File: src/rtl/hazard_stall_unit_if.sv
// ============================================================================
// Module      : hazard_stall_unit_if
// Description : ID-stage hazard inputs and pipeline control outputs for the
//               load-use hazard / freeze controller.
// Revision    : 1.0 - initial release
// ============================================================================
`default_nettype none

interface hazard_stall_unit_if #(
  parameter int ADDR_W = 5,
  parameter int PERF_W = 32
);
  logic              EX_MemRead_i;
  logic [ADDR_W-1:0] EX_RDaddr_i;
  logic [ADDR_W-1:0] ID_RS1addr_i;
  logic              ID_RS1use_i;
  logic [ADDR_W-1:0] ID_RS2addr_i;
  logic              ID_RS2use_i;
  logic              MEM_busy_i;
  logic              PCWrite_o;
  logic              Stall_o;
  logic              NoOp_o;
  logic              Freeze_o;
  logic [PERF_W-1:0] stall_cnt_o;
  logic [PERF_W-1:0] bubble_cnt_o;

  // Pipeline side: supplies operand/destination info, consumes controls
  modport master (
    output EX_MemRead_i, EX_RDaddr_i, ID_RS1addr_i, ID_RS1use_i,
           ID_RS2addr_i, ID_RS2use_i, MEM_busy_i,
    input  PCWrite_o, Stall_o, NoOp_o, Freeze_o, stall_cnt_o, bubble_cnt_o
  );

  // Controller side
  modport slave (
    input  EX_MemRead_i, EX_RDaddr_i, ID_RS1addr_i, ID_RS1use_i,
           ID_RS2addr_i, ID_RS2use_i, MEM_busy_i,
    output PCWrite_o, Stall_o, NoOp_o, Freeze_o, stall_cnt_o, bubble_cnt_o
  );
endinterface

`default_nettype wire

File: src/rtl/hazard_stall_unit.sv
// ============================================================================
// Module      : hazard_stall_unit
// Description : Load-use hazard detector and pipeline freeze controller with
//               multi-cycle bubble insertion and saturating perf counters.
// Revision    : 1.0 - initial release
// ============================================================================
`default_nettype none

module hazard_stall_unit #(
  parameter int ADDR_W        = 5,
  parameter int LOAD_LAT      = 1,
  parameter int ZERO_REG_SAFE = 1,
  parameter int PERF_W        = 32
) (
  input  wire logic          clk_i,
  input  wire logic          rst_n_i,
  hazard_stall_unit_if.slave bus
);

  // Bubbles still owed after the first one, loaded on entry to LU_STALL
  localparam logic [2:0] c_REM_INIT = 3'((LOAD_LAT > 1) ? (LOAD_LAT - 1) : 0);
  localparam logic [PERF_W-1:0] c_CNT_ONE = {{(PERF_W-1){1'b0}}, 1'b1};

  typedef enum logic [0:0] {
    S_IDLE     = 1'b0,
    S_LU_STALL = 1'b1
  } state_t;

  state_t            r_state;
  logic [2:0]        r_rem;
  logic [PERF_W-1:0] r_stall_cnt;
  logic [PERF_W-1:0] r_bubble_cnt;

  logic [ADDR_W-1:0] w_rd;
  logic              w_rs1_match;
  logic              w_rs2_match;
  logic              w_rd_zero_safe;
  logic              w_hit;
  logic              w_pcwrite;
  logic              w_stall;
  logic              w_noop;
  logic              w_freeze;

  assign w_rd           = bus.EX_RDaddr_i;
  assign w_rs1_match    = bus.ID_RS1use_i && (bus.ID_RS1addr_i == w_rd);
  assign w_rs2_match    = bus.ID_RS2use_i && (bus.ID_RS2addr_i == w_rd);
  assign w_rd_zero_safe = (ZERO_REG_SAFE != 0) && (w_rd == '0);
  // A zero latency build never stalls on a load-use dependency
  assign w_hit          = (LOAD_LAT != 0) && bus.EX_MemRead_i &&
                          (w_rs1_match || w_rs2_match) && !w_rd_zero_safe;

  // Control outputs: memory freeze dominates, then bubble insertion
  always_comb begin
    w_pcwrite = 1'b1;
    w_stall   = 1'b0;
    w_noop    = 1'b0;
    w_freeze  = 1'b0;
    if (bus.MEM_busy_i) begin
      w_pcwrite = 1'b0;
      w_stall   = 1'b1;
      w_freeze  = 1'b1;
    end else if ((r_state == S_LU_STALL) || w_hit) begin
      w_pcwrite = 1'b0;
      w_stall   = 1'b1;
      w_noop    = 1'b1;
    end
  end

  // Bubble sequencer; state and remaining count hold while memory is busy
  always_ff @(posedge clk_i or negedge rst_n_i) begin
    if (!rst_n_i) begin
      r_state <= S_IDLE;
      r_rem   <= 3'd0;
    end else if (!bus.MEM_busy_i) begin
      case (r_state)
        S_IDLE: begin
          if (w_hit && (LOAD_LAT > 1)) begin
            r_state <= S_LU_STALL;
            r_rem   <= c_REM_INIT;
          end
        end
        S_LU_STALL: begin
          if (r_rem <= 3'd1) begin
            r_state <= S_IDLE;
            r_rem   <= 3'd0;
          end else begin
            r_rem   <= r_rem - 3'd1;
          end
        end
        default: begin
          r_state <= S_IDLE;
          r_rem   <= 3'd0;
        end
      endcase
    end
  end

  // Saturating performance counters for stall and bubble cycles
  always_ff @(posedge clk_i or negedge rst_n_i) begin
    if (!rst_n_i) begin
      r_stall_cnt  <= '0;
      r_bubble_cnt <= '0;
    end else begin
      if (w_stall && (r_stall_cnt != '1)) begin
        r_stall_cnt <= r_stall_cnt + c_CNT_ONE;
      end
      if (w_noop && (r_bubble_cnt != '1)) begin
        r_bubble_cnt <= r_bubble_cnt + c_CNT_ONE;
      end
    end
  end

  assign bus.PCWrite_o    = w_pcwrite;
  assign bus.Stall_o      = w_stall;
  assign bus.NoOp_o       = w_noop;
  assign bus.Freeze_o     = w_freeze;
  assign bus.stall_cnt_o  = r_stall_cnt;
  assign bus.bubble_cnt_o = r_bubble_cnt;

endmodule

`default_nettype wire

File: src/flat_wrapper.sv
// flat-port wrapper written by rule: the top's interface ports become plain ports
module hazard_stall_unit_flat 
#(
  parameter int ADDR_W        = 5,
  parameter int LOAD_LAT      = 1,
  parameter int ZERO_REG_SAFE = 1,
  parameter int PERF_W        = 32
)
  (clk_i, rst_n_i, bus_EX_MemRead_i, bus_EX_RDaddr_i, bus_ID_RS1addr_i, bus_ID_RS1use_i, bus_ID_RS2addr_i, bus_ID_RS2use_i, bus_MEM_busy_i, bus_PCWrite_o, bus_Stall_o, bus_NoOp_o, bus_Freeze_o, bus_stall_cnt_o, bus_bubble_cnt_o);
  hazard_stall_unit_if #(.ADDR_W(ADDR_W), .PERF_W(PERF_W)) bus_i ();
  input  wire logic clk_i;
  input  wire logic rst_n_i;
  input wire logic [$bits(bus_i.EX_MemRead_i)-1:0] bus_EX_MemRead_i;
  input wire logic [$bits(bus_i.EX_RDaddr_i)-1:0] bus_EX_RDaddr_i;
  input wire logic [$bits(bus_i.ID_RS1addr_i)-1:0] bus_ID_RS1addr_i;
  input wire logic [$bits(bus_i.ID_RS1use_i)-1:0] bus_ID_RS1use_i;
  input wire logic [$bits(bus_i.ID_RS2addr_i)-1:0] bus_ID_RS2addr_i;
  input wire logic [$bits(bus_i.ID_RS2use_i)-1:0] bus_ID_RS2use_i;
  input wire logic [$bits(bus_i.MEM_busy_i)-1:0] bus_MEM_busy_i;
  output wire logic [$bits(bus_i.PCWrite_o)-1:0] bus_PCWrite_o;
  output wire logic [$bits(bus_i.Stall_o)-1:0] bus_Stall_o;
  output wire logic [$bits(bus_i.NoOp_o)-1:0] bus_NoOp_o;
  output wire logic [$bits(bus_i.Freeze_o)-1:0] bus_Freeze_o;
  output wire logic [$bits(bus_i.stall_cnt_o)-1:0] bus_stall_cnt_o;
  output wire logic [$bits(bus_i.bubble_cnt_o)-1:0] bus_bubble_cnt_o;
  assign bus_i.EX_MemRead_i = bus_EX_MemRead_i;
  assign bus_i.EX_RDaddr_i = bus_EX_RDaddr_i;
  assign bus_i.ID_RS1addr_i = bus_ID_RS1addr_i;
  assign bus_i.ID_RS1use_i = bus_ID_RS1use_i;
  assign bus_i.ID_RS2addr_i = bus_ID_RS2addr_i;
  assign bus_i.ID_RS2use_i = bus_ID_RS2use_i;
  assign bus_i.MEM_busy_i = bus_MEM_busy_i;
  assign bus_PCWrite_o = bus_i.PCWrite_o;
  assign bus_Stall_o = bus_i.Stall_o;
  assign bus_NoOp_o = bus_i.NoOp_o;
  assign bus_Freeze_o = bus_i.Freeze_o;
  assign bus_stall_cnt_o = bus_i.stall_cnt_o;
  assign bus_bubble_cnt_o = bus_i.bubble_cnt_o;
  hazard_stall_unit #(.ADDR_W(ADDR_W), .LOAD_LAT(LOAD_LAT), .ZERO_REG_SAFE(ZERO_REG_SAFE), .PERF_W(PERF_W)) u_core (.clk_i(clk_i), .rst_n_i(rst_n_i), .bus(bus_i));
endmodule
File: config.mk
export PLATFORM = sky130hd
export DESIGN_NAME = hazard_stall_unit_flat
export DESIGN_NICKNAME = d
export VERILOG_FILES = /design/src/rtl/hazard_stall_unit_if.sv /design/src/rtl/hazard_stall_unit.sv /design/src/flat_wrapper.sv
export SDC_FILE = /design/constraint.sdc
export NUM_CORES = 1
export LEC_CHECK = 0
export CAP_MARGIN = 15
export CORE_MARGIN = 2
export CORE_UTILIZATION = 53
export DETAILED_ROUTE_END_ITERATION = 12
export PLACE_DENSITY = 0.81
export REMOVE_ABC_BUFFERS = 1
export SETUP_SLACK_MARGIN = 0.4
export SYNTH_ARGS = -nofsm -noshare
export SYNTH_HDL_FRONTEND = slang
export SYNTH_SLANG_ARGS = --single-unit
File: constraint.sdc
create_clock -name clk_i -period 6.6 [get_ports clk_i]
set_input_delay 0.66 -clock clk_i [delete_from_list [all_inputs] [get_ports clk_i]]
set_output_delay 0.66 -clock clk_i [all_outputs]
set_load 0.05 [all_outputs]
### Word level (Yosys, flattened, before mapping)

Cells that the tools add are included.

| operators by class | value |
|---|---|
| add/subtract/negate cells | 3 |
| $lt $le $gt $ge | 1 |
| bitwise logic cells | 1 |
| shift operators | 0 |
| $mul | 0 |
| equality and inequality tests | 4 |
| reduce and logical (&&, ||, !) cells | 11 |
| divide/modulo/power cells | 0 |
| muxes and demuxes | 9 |

Operators with widths:

| cell | number |
|---|---|
| adder 32 x 1 -> 32 bit (second input constant) | 2 |
| != test 32 bit (second input constant) | 2 |
| == test 5 bit | 2 |
| two-way mux 1 bit | 8 |
| logical AND 1 bit | 6 |
| zero test 5 bit | 1 |
| <= comparator 3 x 1 -> 1 bit (second input constant) | 1 |
| two-way mux 3 bit | 1 |
| subtractor 3 x 1 -> 3 bit (second input constant) | 1 |
| logical OR 1 bit | 2 |
| AND reduction 2 bit | 1 |
| zero test 1 bit | 1 |
| NOT 1 bit | 1 |

| storage, ports and cells | value |
|---|---|
| output and inout bits | 68 |
| word-level logic and storage cells | 33 |
| flip-flop bits (word level) | 68 |
| memories | 0 |
| bits in latches | 0 |
| bits in read-only memories | 0 |
| RAM bits | 0 |
| input port bits | 21 |

### Logic depth before layout (Yosys ltp)

Gate-level depths: netlist of the first run.

| logic depth | value |
|---|---|
| word-level depth | 9 |
| gate-level depth with buffers | 9 |
| gate-level depth less buffers | 7 |

### Least setup slack after synthesis of the first run

Ideal clock, no wire load.

| timing path | value |
|---|---|
| path kind | input port to output port |
| from | input port bus_EX_RDaddr_i[0] |
| to | output port bus_PCWrite_o |
| slack | 3,381 ps |
| data required time | 5,940 ps |
| arrival | 2,559 ps |
| cell stages on the path | 5 |
| buffers on the path | 0 |
| cell sequence | xnor2_1 nand4_1 o22a_1 o21ai_1 inv_1 |

| between the ends | value |
|---|---|
| longest elaborated chain between the ends | 8 |
| elaborated cells between the ends (all ways) | 12 |
| those cells by class | eq/ne: 2; mux: 2; reduce/logical: 8 |

Ends and longest elaborated chain:

| what | RTL line | text |
|---|---|---|
| from (decl) | flat_wrapper.sv:14 | `input wire logic [$bits(bus_i.EX_RDaddr_i)-1:0] bus_EX_RDaddr_i;` |
| == test 5 bit (on tied branches) | hazard_stall_unit.sv:45, hazard_stall_unit.sv:46 |  |
| logical AND 1 bit (on tied branches) | hazard_stall_unit.sv:45, hazard_stall_unit.sv:46 |  |
| logical OR 1 bit | hazard_stall_unit.sv:50 | `(w_rs1_match \|\| w_rs2_match) && !w_rd_zero_safe;` |
| logical AND 1 bit | hazard_stall_unit.sv:49 | `assign w_hit = (LOAD_LAT != 0) && bus.EX_MemRead_i &&` |
| logical AND 1 bit (*) | hazard_stall_unit.sv:50 |  |
| logical OR 1 bit (*) | hazard_stall_unit.sv:62 | `end else if ((r_state == S_LU_STALL) \|\| w_hit) begin` |
| two-way mux 1 bit (*) | hazard_stall_unit.sv:62 |  |
| two-way mux 1 bit (*) | hazard_stall_unit.sv:58 | `if (bus.MEM_busy_i) begin` |
| to (decl) | flat_wrapper.sv:20 | `output wire logic [$bits(bus_i.PCWrite_o)-1:0] bus_PCWrite_o;` |

Every way passes the cells marked *; elsewhere a longest branch is shown, timed or not.

### Final worst setup path of the first run

| timing path | value |
|---|---|
| from | input port bus_EX_RDaddr_i[1] |
| to | output port bus_Stall_o |

| between the ends | value |
|---|---|
| longest elaborated chain between the ends | 8 |
| elaborated cells between the ends (all ways) | 12 |
| those cells by class | eq/ne: 2; mux: 2; reduce/logical: 8 |

Ends and longest elaborated chain:

| what | RTL line | text |
|---|---|---|
| == test 5 bit (on tied branches) | hazard_stall_unit.sv:45, hazard_stall_unit.sv:46 |  |
| logical AND 1 bit (on tied branches) | hazard_stall_unit.sv:45, hazard_stall_unit.sv:46 |  |
| logical OR 1 bit | hazard_stall_unit.sv:50 |  |
| logical AND 1 bit | hazard_stall_unit.sv:49 |  |
| logical AND 1 bit (*) | hazard_stall_unit.sv:50 |  |
| logical OR 1 bit (*) | hazard_stall_unit.sv:62 |  |
| two-way mux 1 bit (*) | hazard_stall_unit.sv:62 |  |
| two-way mux 1 bit (*) | hazard_stall_unit.sv:58 |  |
| to (decl) | flat_wrapper.sv:21 | `output wire logic [$bits(bus_i.Stall_o)-1:0] bus_Stall_o;` |

Marked as above.

==> flow_summary.toml, run 1 <==
[place]
io_buffers = 88
place_area_mm2 = 0.004472
dp_slack_ns = 2.893
hpwl_mm = 5.664
placed_cells = 495
gp_congestion = 0.8272

[clock_tree]
root_buffer = "clkbuf_8"
cts_sinks = 68
cts_hold_buf = 0
ctsResizeCount = 0
numCtsBuffers = 9
post-cts-setup-buffers = 0
clkLatencyLatePin_ns = 0.34
cts_tree = "yes"
cts_buffer_depth = 2
cts.clk_slew.worst_paths_ns = 0.07
cts_max_level = 3

[worst_setup_path]
crit_start = "bus_EX_RDaddr_i[1]"
r2r_cells = 7
crit_type = "in -> out"
critPathCaptureType = "output port"
r2r_start = "u_core.bus.bubble_cnt_o[0]"
r2r_slack_ns = 3.96
arrival_ns = 3.08
critPathRequiredTime_ns = 5.94
critPathLaunchType = "input pin"
crit_fanout = 5
r2r-end = "u_core.bus.bubble_cnt_o[20]"

[drt]
drt_iter0_markers = 110
vias_per_cell = 5.728
vias = 2927
detail_route.wl_per_cell_um = 15.75
wirelength_mm = 8.047
drcViolationCount = 0
dr.pass1.iters = 5
drtAntennaViolNets = 0

[timing]
fin_setup_tns_ns = 0
fmax_mhz = 267.2
hold_ws_ns = 0.4973
hold_viol = 0
tightest_slew_ns = 1.091
slew_headroom_pct = 27.01
fin_skew_ns = 0.008649
rsz0062_at_grt = "false"
slew_violations = 0
setup_slack_ns = 2.857
layout_min_cycle_time_ns = 3.743
fin_crit_sh_pct = 56.71
setup_violations = 0

[final_layout]
design_area_mm2 = 0.004674
area_growth_pct = 32.29
final_cells = 511
final_layout_size_suffix_gt1_share_pct = 6.912
diodes = 0
final_nets = 454
final_common_cell = "clkdlybuf4s50_1"
layout_common_cells = "clkdlybuf4s50_1, dfrtp_1, xnor2_1"

[synth]
ys_ff_latch = 68
netlist_instances = 338
synth_area_mm2 = 0.003533
async_reset_ff_share_pct = 100.0
synth-edff-count = 0
yosysSeqAreaShare_pct = 48.16
ys.warnings.count = 0
syn_area_per_cell_um2 = 10.45
yosysUniqueCellTypes = 45
ys.flop_type = "dfrtp_1"

[die]
die_height_um = 85.65
die_area_mm2 = 0.007336
io_pins = 89
initial_core_util_pct = 55.33
die_w_um = 85.65
fp-row-count = 29
core-area_mm2 = 0.006386

[global_route]
grt_antenna_before_repair = 0
grt_pass1_vias = 2924
grt_pass1_wl_mm = 13.88
grt_usage_pct = 23.56
grt_start_max_net_pins = 69
overflow = 0

[power_and_ir_drop]
seq_power_share_pct = 43.9
switching_share_pct = 33.66
switchingPower_w = 0.0003790
ir_worst_vdd_mv = 0.2170
p_per_area_mw_per_mm2 = 240.9
p_leak_nw = 1.870
p_comb_share_pct = 24.8
internal-power_w = 0.0007471
clockPowerShare_pct = 31.2

[hold_path]
hold_class = "in -> async"

[flow_run]
max_cap_violations = 0

[status]
outcome = "complete, no violations"
cells in the mapped netlist, types with 2 or more instances:
cell type	count	share of area [%]
and4_1	10	2.5
inv_1	8	0.85
o21ai_0	5	0.71
nor3_1	5	0.71
nand3_1	16	2.3
a21oi_1	3	0.42
ha_1	4	1.4
nand2_1	32	3.4
xnor2_1	65	16
o21ai_1	2	0.28
and3_1	10	1.8
mux2_1	2	0.64
nand4_1	43	7.6
o221ai_1	2	0.50
buf_2	3	0.42
or4_1	2	0.42
nor2_1	18	1.9
or2_2	2	0.35
dfrtp_1	68	48
xor2_1	5	1.2
and2_1	5	0.89
clkbuf_1	5	0.53
worst max-delay path, stage by stage:
cell,delay [ns]
clkdlybuf4s50_1,0.56
xnor2_1,0.15
nand4_1,0.14
o22a_1,0.34
o21ai_1,0.36
clkdlybuf4s50_1,0.87
kinds of logic after synthesis:
group,synth area share (%)
mux,1.062
xor+xnor,17.35
simple gates,25.32
flops,48.16
compound gates,4.675
fa+ha+maj,1.416
buf+inv,2.018
through the flow:
stage          util (%)  total power (W)
2_1_floorplan         -        0.0006758
3_3_place_gp      70.02        0.0007755
3_5_place_dp      70.02        0.0007838
4_1_cts           73.20         0.001131
5_1_grt           73.20         0.001177
6_report          73.20         0.001126
per-layer routing:
metal / up-vias / track usage [%] / part of all wire [%]
li1: 1398 / - / -
met1: 1440 / 31.23 / 45
met2: 74 / 38.35 / 49
met3: 15 / 3.946 / 4.3
met4: 0 / 10.25 / 1.6
met5: - / 0 / 0
power by group through the flow:
| stage | logic (W) | registers [W] | clock network [W] |
|---|---|---|---|
| 6_report | 0.000280 | 0.000495 | 0.000352 |
| 2_1_floorplan | 0.0000858 | 0.000590 | 0 |
| 5_1_grt | 0.000303 | 0.000502 | 0.000372 |
| 4_1_cts | 0.000283 | 0.000495 | 0.000354 |
| 3_5_place_dp | 0.000281 | 0.000503 | 0 |
| 3_3_place_gp | 0.000274 | 0.000502 | 0 |
worst max path at each step:
stage,end,slack [ns]
global placement,bus_PCWrite_o,2.94
detailed placement,bus_PCWrite_o,2.89
finish,bus_Stall_o,2.86
floorplan,bus_PCWrite_o,3.38
global route,bus_Stall_o,2.70
CTS,bus_Stall_o,2.87
sequential cells by signal, summed over array words and instances (netlist names):
name and flops:
u_core.bus.stall_cnt_o 32, u_core.r_rem 3, u_core.bus.bubble_cnt_o 32, u_core.r_state 1
layout make-up:
class                           count  area, um2
Tap cell                           77      96.34
Clock buffer                       12      155.1
Inverter                            8      30.03
Timing Repair Buffer               89      883.3
Fill cell                         473       1712
Multi-Input combinational cell    253       1760
Sequential cell                    68       1702
Clock inverter                      4      47.55
No activity file was read; power rests on OpenSTA's default activity.
==> run 2: changes to the inputs <==
--- a/config.mk
+++ b/config.mk
@@ -7,9 +7,9 @@
 export LEC_CHECK = 0
 export CAP_MARGIN = 15
 export CORE_MARGIN = 2
-export CORE_UTILIZATION = 53
+export CORE_UTILIZATION = 45
 export DETAILED_ROUTE_END_ITERATION = 12
-export PLACE_DENSITY = 0.81
+export PLACE_DENSITY = 0.73
 export REMOVE_ABC_BUFFERS = 1
 export SETUP_SLACK_MARGIN = 0.4
 export SYNTH_ARGS = -nofsm -noshare
==> constraint.sdc (replaced) <==
create_clock -name clk_i -period 3.39 [get_ports clk_i]
set_input_delay 0.339 -clock clk_i [delete_from_list [all_inputs] [get_ports clk_i]]
set_output_delay 0.339 -clock clk_i [all_outputs]
set_load 0.05 [all_outputs]
==> run 2 against run 1 <==
Against the previous run:
- critical path depth up 1
- sequential cell count stayed put
- final cell count rose by 5.7%
- cell area grew 1.2%
- clock skew is 0.0032 ns lower
- clock power increased by 95%
- first-iteration DRC count shrank 20%
- setup slack worse by 2.0 ns
- global-route usage down 4.7 points
- combinational power up 94%
- core utilization down 11 points
- critical path type unchanged
- highest routed layer unchanged
==> flow_summary.toml, run 2 (synthesis gave the netlist of run 1 again) <==
[place]
hpwl_mm = 5.743
io_buffers = 88
placed_cells = 523
place_area_mm2 = 0.004518
gp_congestion = 0.8497

[clock_tree]
numCtsBuffers = 9
cts_sinks = 68
cts.clk_slew.worst_paths_ns = 0.07
cts_max_level = 3
ctsResizeCount = 0
cts_tree = "yes"
root_buffer = "clkbuf_8"
cts_buffer_depth = 2
clkLatencyLatePin_ns = 0.34
post-cts-setup-buffers = 0

[drt]
detail_route.wl_per_cell_um = 14.62
drt_iter0_markers = 88
dr.pass1.iters = 4
vias = 2889
wirelength_mm = 7.897
drcViolationCount = 0
vias_per_cell = 5.350
drtAntennaViolNets = 0

[worst_setup_path]
critPathRequiredTime_ns = 3.05
crit_start = "bus_EX_RDaddr_i[0]"
crit_fanout = 5
r2r_start = "u_core.bus.bubble_cnt_o[0]"
arrival_ns = 2.16
crit_chain = "clkdlybuf4s50_1 -> xnor2_1 -> nand4_1 -> o22a_1 -> o21ai_1 -> inv_1 -> buf_4"
critPathLaunchType = "input pin"
cp_top_family = "buffers and inverters"
crit_buf_inv = 3
cp_slowest_stage_delay_ns = 0.59
critPathCaptureType = "output port"
cp_slowest_cell = "clkdlybuf4s50_1"
r2r_slack_ns = 0.89
crit_type = "in -> out"

[power_and_ir_drop]
p_per_area_mw_per_mm2 = 464.6
p_leak_nw = 1.894
ir_worst_vdd_mv = 0.4451

[status]
outcome = "complete, no violations"

[timing]
layout_min_cycle_time_ns = 2.498
fin_crit_sh_pct = 73.70
slew_headroom_pct = 37.84
rsz0062_at_grt = "false"
tightest_slew_ns = 0.9253
slew_violations = 0
setup_violations = 0
fin_skew_ns = 0.005454
hold_viol = 0
fmax_mhz = 400.3
fin_setup_tns_ns = 0

[final_layout]
diodes = 0
multi_input_area_mm2 = 0.001760
design_area_mm2 = 0.004731
seqCellArea_mm2 = 0.001702
area_growth_pct = 33.89
final_common_cell = "clkdlybuf4s50_1"
final_nets = 458
layout_common_cells = "clkdlybuf4s50_1, dfrtp_1, xnor2_1"
fillCellCount = 617
final_cells = 540
final_layout_size_suffix_gt1_share_pct = 8.219

[die]
die_w_um = 92.61
die_area_mm2 = 0.008577
initial_core_util_pct = 46.20
io_pins = 89
core-area_mm2 = 0.007647
die_height_um = 92.61
fp-row-count = 32

[global_route]
grt_pass1_wl_mm = 13.13
grt_start_max_net_pins = 32
grt_antenna_before_repair = 0
grt_pass1_vias = 2781
grt_usage_pct = 18.90
overflow = 0

[flow_run]
max_cap_violations = 0

[hold_path]
hold_class = "in -> async"
==> run 2: cell types whose count changed in the layout (fill, tap and decap cells not counted) <==
cell	before	now
clkdlybuf4s50_1	87	84
dlygate4sd3_1	0	1
buf_4	1	7
==> run 2: report_power, final <==
| part | switching [W] | internal [W] | total, W | leakage, nW |
|---|---|---|---|---|
| registers | 0.0000854 | 0.000881 | 0.000967 | 0.931 |
| logic | 0.000347 | 0.000197 | 0.000544 | 0.860 |
| clock network | 0.000310 | 0.000378 | 0.000687 | 0.102 |
| total | 0.000742 | 0.00146 | 0.00220 | 1.89 |
==> run 2: per-stage QoR <==
| step | hold slack, ns | setup WS [ns] | power (W) | utilization [%] |
|---|---|---|---|---|
| final | 0.4615 | 0.8917 | 0.002198 | 61.86 |
| after detailed placement | 0.3043 | 0.6147 | 0.001527 | 59.08 |
| after CTS | 0.4622 | 0.8505 | 0.002214 | 61.86 |
| after global routing | 0.5040 | 0.6891 | 0.002292 | 61.86 |
| after global placement | 0.3043 | 0.6535 | 0.001510 | 59.08 |
| after floorplan | 0.04341 | 0.8130 | 0.001316 | - |
==> run 2: layout make-up <==
class                   instances  share of cell area [%]
inverters                       8                  0.6348
multi-input cells             253                   37.21
flip-flops and latches         68                   35.97
well taps                     102                   2.698
repair buffers                 93                   19.20
clock inverters                 4                   1.005
clock buffers                  12                   3.280
==> run 2: final timing paths <==
| path | endpoint | cells past startpoint |
|---|---|---|
| min | u_core.bus.stall_cnt_o[7] | 2 |
| min reg2reg | u_core.bus.stall_cnt_o[23] | 1 |
| max | bus_PCWrite_o | 7 |
| min in group clk_i | u_core.bus.stall_cnt_o[23] | 1 |
| max reg2reg | u_core.bus.bubble_cnt_o[1] | 7 |
| max in group asynchronous | u_core.bus.bubble_cnt_o[11] | 3 |
==> run 2: timing repair <==
| item | CTS | global route |
|---|---|---|
| hold buffers | 1 | 0 |
| hold endpoints to repair | 19 | 0 |
| setup endpoints to repair | 0 | 0 |
==> run 2: layer usage <==
metal	routed length, um	up-vias	global-route usage, %
li1	-	1401	-
met1	3684	1406	26.17
met2	3683	73	29.56
met3	440	9	4.475
met5	0	-	0
met4	88	0	5.882
